===== src/rtl/rr_arb8.sv =====
`default_nettype none
// ============================================================================
// Module   : rr_arb8
// Brief    : 8-requester round-robin arbiter with a mandatory one-cycle gap
//            between owners. It drives a registered grant index and a one-hot
//            grant vector for the shared select/decoder datapath.
//            Optional hold-time limit: define RR_ARB_HOLD_LIMIT_EN.
// Revision : 1.0 - initial release
// ============================================================================
module rr_arb8 #(
    parameter int N        = 8,
    parameter int MAX_HOLD = 16
) (
    input  logic       clk,
    input  logic       rst_n,
    input  logic [7:0] req,
    output logic       gnt_valid,
    output logic [2:0] gnt_idx,
    output logic [7:0] gnt_onehot,
    output logic       timeout
);

    localparam logic [1:0] c_IDLE  = 2'd0;
    localparam logic [1:0] c_GRANT = 2'd1;
    localparam logic [1:0] c_GAP   = 2'd2;

    logic [1:0] r_state;
    logic [2:0] r_ptr;
    logic [2:0] r_gnt_idx;
    logic       r_gnt_valid;
    logic [7:0] r_gnt_onehot;

    logic [1:0] w_state_nxt;
    logic [2:0] w_winner;
    logic       w_found;
    logic       w_any;
    logic       w_release;
    logic       w_revoke;
    logic       w_limit_hit;
    logic       w_valid_nxt;
    logic [2:0] w_idx_nxt;
    logic [2:0] w_ptr_nxt;
    logic [7:0] w_onehot_nxt;

    assign w_any = |req;

    // Rotating-priority scan: first requester at or after r_ptr, wrapping 7->0.
    always_comb begin
        w_winner = r_ptr;
        w_found  = 1'b0;
        for (int i = 0; i < N; i++) begin
            if (!w_found && req[r_ptr + 3'(i)]) begin
                w_winner = r_ptr + 3'(i);
                w_found  = 1'b1;
            end
        end
    end

`ifdef RR_ARB_HOLD_LIMIT_EN
    localparam logic [7:0] c_HOLD_LAST = 8'(MAX_HOLD - 1);

    logic [7:0] r_hold_cnt;
    logic       r_timeout;

    // Count consecutive GRANT cycles of the current owner, saturating at 255.
    always_ff @(posedge clk) begin
        if (!rst_n) begin
            r_hold_cnt <= 8'd0;
        end else if (r_state != c_GRANT) begin
            r_hold_cnt <= 8'd0;
        end else if (r_hold_cnt != 8'hFF) begin
            r_hold_cnt <= r_hold_cnt + 8'd1;
        end
    end

    assign w_limit_hit = (r_hold_cnt == c_HOLD_LAST);

    // One-cycle pulse in the GAP that follows a forced revocation.
    always_ff @(posedge clk) begin
        if (!rst_n) begin
            r_timeout <= 1'b0;
        end else begin
            r_timeout <= w_revoke;
        end
    end

    assign timeout = r_timeout;
`else
    assign w_limit_hit = 1'b0;
    assign timeout     = 1'b0;
`endif

    // State and registered outputs; reset drops any grant immediately.
    always_ff @(posedge clk) begin
        if (!rst_n) begin
            r_state      <= c_IDLE;
            r_ptr        <= 3'd0;
            r_gnt_idx    <= 3'd0;
            r_gnt_valid  <= 1'b0;
            r_gnt_onehot <= 8'h00;
        end else begin
            r_state      <= w_state_nxt;
            r_ptr        <= w_ptr_nxt;
            r_gnt_idx    <= w_idx_nxt;
            r_gnt_valid  <= w_valid_nxt;
            r_gnt_onehot <= w_onehot_nxt;
        end
    end

    // Next state: owner keeps the grant until it drops req or hits the limit.
    always_comb begin
        w_state_nxt = r_state;
        w_release   = 1'b0;
        w_revoke    = 1'b0;
        case (r_state)
            c_IDLE, c_GAP: begin
                w_state_nxt = w_any ? c_GRANT : c_IDLE;
            end
            c_GRANT: begin
                if (!req[r_gnt_idx]) begin
                    w_state_nxt = c_GAP;
                    w_release   = 1'b1;
                end else if (w_limit_hit) begin
                    w_state_nxt = c_GAP;
                    w_revoke    = 1'b1;
                end
            end
            default: begin
                w_state_nxt = c_IDLE;
            end
        endcase
    end

    // Next values of the registered outputs and the priority pointer.
    always_comb begin
        w_valid_nxt  = (w_state_nxt == c_GRANT);
        w_idx_nxt    = ((r_state != c_GRANT) && w_any) ? w_winner : r_gnt_idx;
        w_ptr_nxt    = (w_release || w_revoke) ? (r_gnt_idx + 3'd1) : r_ptr;
        w_onehot_nxt = w_valid_nxt ? (8'h01 << w_idx_nxt) : 8'h00;
    end

    assign gnt_valid  = r_gnt_valid;
    assign gnt_idx    = r_gnt_idx;
    assign gnt_onehot = r_gnt_onehot;

endmodule
`default_nettype wire


===== config.mk =====
export PLATFORM = sky130hd
export DESIGN_NAME = rr_arb8
export DESIGN_NICKNAME = d
export VERILOG_FILES = /design/src/rtl/rr_arb8.sv
export SDC_FILE = /design/constraint.sdc
export NUM_CORES = 1
export LEC_CHECK = 0
export CORE_UTILIZATION = 55
export CTS_CLUSTER_SIZE = 10
export DETAILED_ROUTE_END_ITERATION = 6
export GPL_ROUTABILITY_DRIVEN = 1
export MAX_ROUTING_LAYER = met4
export PLACE_DENSITY = 0.83
export SYNTH_ARGS = -nofsm -noshare
export SYNTH_HDL_FRONTEND = slang
export SYNTH_SLANG_ARGS = --single-unit

===== constraint.sdc =====
create_clock -name clk -period 4.04 [get_ports clk]
set_input_delay 0.808 -clock clk [delete_from_list [all_inputs] [get_ports clk]]
set_output_delay 0.808 -clock clk [all_outputs]
set_load 0.02 [all_outputs]

-- Word level (Yosys, flattened, before mapping)
Cells that the tools add are included.
- register bits: 17
- input bits: 10
- output and inout bits: 13
- logic and storage cells: 84
- add/sub/neg operators: 8
- magnitude comparators: 9
- eq/ne operators: 4
- shift-type cells: 1
- mux-type cells: 38
- reduce and logical (&&, ||, !) cells: 19
- operator list (cell ; number):
    $lt A3 B4 Y1 const B ; 9
    $bmux W1 S3 ; 9
    $mux W3 ; 8
    $mux W1 ; 19
    $add A3 B3 Y3 const B ; 4
    $logic_and A1 B1 Y1 ; 8
    $reduce_or A8 Y1 ; 1
    $shl A1 B3 Y8 const A ; 1
    $logic_not A1 Y1 ; 7
    $add A3 B1 Y3 const B ; 2
    $add A3 B2 Y3 const B ; 2
    $eq A2 B1 Y1 const B ; 2
    $pmux W2 S2 ; 1
    $eq A2 B2 Y1 const B ; 1
    $logic_not A2 Y1 ; 1
    $mux W2 ; 1
    $ne A2 B1 Y1 const B ; 1
    $reduce_and A2 Y1 ; 1
    $reduce_or A2 Y1 ; 1

-- Longest topological paths before layout
- depth after elaboration: 26
- mapped depth: 13
- mapped depth without buffers: 9

-- Least setup slack after synthesis
OpenSTA, ideal clock, no wires.
- kind: reg-to-reg
- start point: reg r_ptr[0]
- end point: reg r_gnt_onehot[7], in the netlist gnt_onehot[7]
- library setup time: 61 ps
- arrival time: 2940 ps
- required time: 3979 ps
- slack: 1038 ps
- stages on the path, launching flop included: 14
- path buffers: 4
- clock period less this slack: 3002 ps
- path through: dfxtp_1 -> buf_6 -> buf_6 -> inv_1 -> ha_1 -> buf_2 -> buf_2 -> mux4_2 -> mux2i_1 -> nor3_1 -> or3b_1 -> a21o_1 -> o21ai_4 -> and4b_1
- longest elaborated chain between the ends: 26
- elaborated cells between the ends (all ways): 53
- those cells by class: add/sub: 7; shift: 1; mux: 31; reduce/logical: 14
- RTL lines (element ; line ; text):
    from (decl) ; 28 ; logic [2:0] r_ptr;
    from (signal assigned) ; 103 ; r_ptr <= w_ptr_nxt;
    parallel branches: the longest is 23 deep, another holds $add A3 B1 Y3 ; n/a ;
    $mux W3 (*) ; 52 ; if (!w_found && req[r_ptr + 3'(i)]) begin
    $mux W3 (*) ; 137 ; w_idx_nxt = ((r_state != c_GRANT) && w_any) ? w_winner : r_gnt_idx;
    $shl A1 B3 Y8 (*) ; 139 ; w_onehot_nxt = w_valid_nxt ? (8'h01 << w_idx_nxt) : 8'h00;
    to (signal assigned) ; 106 ; r_gnt_onehot <= w_onehot_nxt;
    to (decl) ; 31 ; logic [7:0] r_gnt_onehot;
Every way passes the cells marked *. The select of a mux whose other input is x is not followed.
A chain may end at the register's enable or synchronous reset.

-- Worst setup path in the final report
- start point: reg r_ptr[1]
- end point: reg r_gnt_onehot[5], in the netlist gnt_onehot[5]
The elaborated chain is that of the path after synthesis.

==> reports/metrics.yaml <==
floorplan:
  die_area_mm2: 0.00322
  num_io_pins: 23
  die_x_um: 56.8
  die_y_um: 56.8
  core_mm2: 0.00281
  start_util: 0.588
  rows: 19
worst_setup_path:
  crit_slowest_cell: "ha_1"
  critical_path_class: "reg -> reg"
  crit_path_max_incr_delay_ns: 0.66
  crit_start: "r_ptr[1]"
  rr_worst_depth: 9
  crit_cells: 9
  r2r_start: "r_ptr[1]"
  cp.arrival_ns: 3.46
  cp_top_family: "compound AO/OA/AOI/OAI gates"
  path_buf_inv: 1
  required_ns: 4.23
  cp_max_fo: 15
  worstPathCellList: "inv_1 -> ha_1 -> mux2i_1 -> mux4_2 -> a22o_1 -> and3_1 -> a31oi_1 -> o21ai_4 -> nor3b_1"
  cp-start-kind: "flip-flop"
  end_kind: "flip-flop"
power:
  comb_power_share: 0.702
  finalPower_mw: 1.13
  intPower_uw: 594
  vdd_ir_drop_max_uv: 427
  switchingPower_uw: 535
  clock_power_share: 0.079
  p_seq_frac: 0.219
  sw_frac_of_total: 0.474
  power_density_mw_per_mm2: 606
  p_leak_nw: 0.691
synthesis:
  yosysUniqueCellTypes: 62
  synth_edf_count: 0
  synth_top_cells_by_count: "dfxtp_1, mux4_2, nor2_1"
  synth_top_family_by_area: "multiplexers"
  yosysSeqAreaShare: 0.206
  yosys.area.top_type_share: 0.206
  synthXorXnorAreaFrac: 0.0212
  syn_inst: 171
  synth.net_count: 184
  yosys_most_used_dff: "dfxtp_1"
  synth-seq-cells: 17
  synth_compound_area_frac: 0.197
  avgSynthCellArea_um2: 9.64
  synthMuxAreaShare: 0.287
  yosysTopAreaCell: "dfxtp_1"
  synth_most_common_cell: "dfxtp_1"
  ys_top_cells_by_area: "dfxtp_1, mux4_2, mux2i_1, nor2_1, nand2_1"
  synth_warnings: 0
  synth_fa_ha_area_frac: 0.0228
  synthesis.area_mm2: 0.00165
  synthArstFlopShare: 0
  synthSimpleGateAreaFrac: 0.200
clocking:
  cts_sinks: 17
  root_buffer: "clkbuf_4"
  post_cts_resized: 0
  cts-buffers-inserted: 3
  clk_pin_slew_ns: 0.09
  hold_buffers: 0
  cts_buffer_depth: 2
  cts_htree_levels: 1
  tritoncts: "yes"
  worstSkewPairLatency_ns: 0.29
  post_cts_buffers: 0
layout:
  num_antenna_cells: 0
  syn_to_final_growth_pct: 13.1
  fin_nets: 201
  final.fill_count: 219
  layout-drive-gt1-share: 0.166
  postLayoutCoreUtil: 0.665
worst_hold_path:
  hold_depth: 3
  hold_path_startpoint: "r_state[1]"
  hp-class: "reg -> reg"
detailed_routing:
  ant_nets: 0
  top_layer_used: "met4"
  viasPerCell: 6.89
  wirelength_met1_um: 1690
  firstDrtPassIters: 6
  wl_met3_um: 296
  vias: 1501
  drtIter0Drc: 100
  wl_per_cell_um: 19.0
  drc_errors: 3
  wl_um: 4140
  wl_met2_um: 2100
timing:
  fin_setup_tns_ns: 0
  skew_ns: 0.000967
  report.final.slew_viol_count: 0
  worst_pin_slew_ns: 0.583
  fmax_ghz: 0.307
  period_minus_slack_ns: 3.26
  hold_viol_final: 0
  rsz0062_at_grt: "false"
  min_period_over_period: 0.807
  maxSlewHeadroom: 0.600
  setup_viol: 0
run_status:
  violations: "design-rule violations"
  outcome: "finished, violations left"
flow_run:
  cap_violations: 0
grt:
  grt_overflow: 0
  grt_antenna_before_repair: 0
  grt_start_max_net_pins: 16
  grt_usage: 0.279
  grt_pass1_wl_um: 6650
  grt_pass1_vias: 1402
placement:
  gp_congestion: 0.980
  port_buffers: 21
  hpwl_um: 3200
## stage by stage
| stage | hold WS [ns] | area, um2 | worst slack (ns) | std cells |
|---|---|---|---|---|
| final | 0.656 | 1860 | 0.778 | 218 |
| after global routing | 0.708 | 1860 | 0.602 | 218 |
| after CTS | 0.657 | 1860 | 0.839 | 218 |
| after detailed placement | 0.640 | 1840 | 0.565 | 214 |
| after global placement | 0.589 | 1840 | 0.607 | 214 |
| after floorplan | 0.570 | 1650 | 1.04 | 171 |
## per-layer routing
layer | up-vias | global-route usage
li1 | 699 | -
met1 | 726 | 0.358
met2 | 66 | 0.456
met3 | 10 | 0.0484
met4 | 0 | 0.0801
met5 | - | -
## cell type report
cell class	count	area, um2	area share
multi-input cells	135	1200	0.645
flip-flops and latches	17	340	0.183
repair buffers	23	225	0.121
well taps	31	38.8	0.0208
inverters	8	30.0	0.0161
clock buffers	3	22.5	0.0121
clock inverters	1	5.00	0.00268
## power groups by stage
stage	logic [mW]	clock network, mW	registers, mW
final	0.793	0.0892	0.247
after global routing	0.850	0.0995	0.252
after CTS	0.784	0.0924	0.247
after detailed placement	0.781	0	0.252
after global placement	0.761	0	0.248
after floorplan	0.582	0	0.268
## flip-flops by register name, summed over array words and instances, names as in the netlist
signal,cells
gnt_idx,3
gnt_valid,1
gnt_onehot,8
r_ptr,3
r_state,2
## logic make-up after synthesis
family | count (synthesis)
AOI/OAI and AO/OA | 43
xor gates and xnor gates | 4
adders and majority gates | 3
buffers and inverters | 19
DFF | 17
muxes | 28
other | 1
and+or+nand+nor | 56
## placed cells by master, fill, tap and decap left out, types with 2 or more instances in the layout
master / netlist / final
a21oi_1: 5 / 5
a22oi_1: 4 / 4
a31oi_1: 3 / 3
and2_1: 4 / 4
buf_4: 2 / 2
clkbuf_4: 0 / 3
clkdlybuf4s50_1: 0 / 21
dfxtp_1: 17 / 17
ha_1: 3 / 3
inv_1: 8 / 8
mux2i_1: 12 / 12
mux4_2: 14 / 14
nand2_1: 11 / 11
nand2b_1: 2 / 2
nand3_1: 3 / 3
nor2_1: 14 / 14
nor2b_1: 2 / 2
nor3_1: 2 / 2
nor3b_1: 2 / 2
nor3b_2: 3 / 3
o211a_1: 2 / 2
o21ai_0: 5 / 5
o21ai_1: 2 / 2
o31ai_1: 2 / 2
o32ai_1: 2 / 2
or4_1: 2 / 2
xor2_1: 3 / 3
## path summary, 6_finish.rpt
check,to,slack [ns]
worst max-delay path,gnt_onehot[5],0.78
worst min-delay path,r_state[1],0.66
worst max register to register,gnt_onehot[5],0.78
worst min register to register,r_state[1],0.66
## worst register-to-register path, delay by kind of cell, from the launching register on
family / cells / cell delay, ns
AOI/OAI and AO/OA: 3 / 0.79
adders and majority gates: 1 / 0.67
buffers and inverters: 1 / 0.10
DFF: 1 / 0.36
muxes: 2 / 0.76
and+or+nand+nor: 2 / 0.50
No activity file was read; power rests on OpenSTA's default activity.
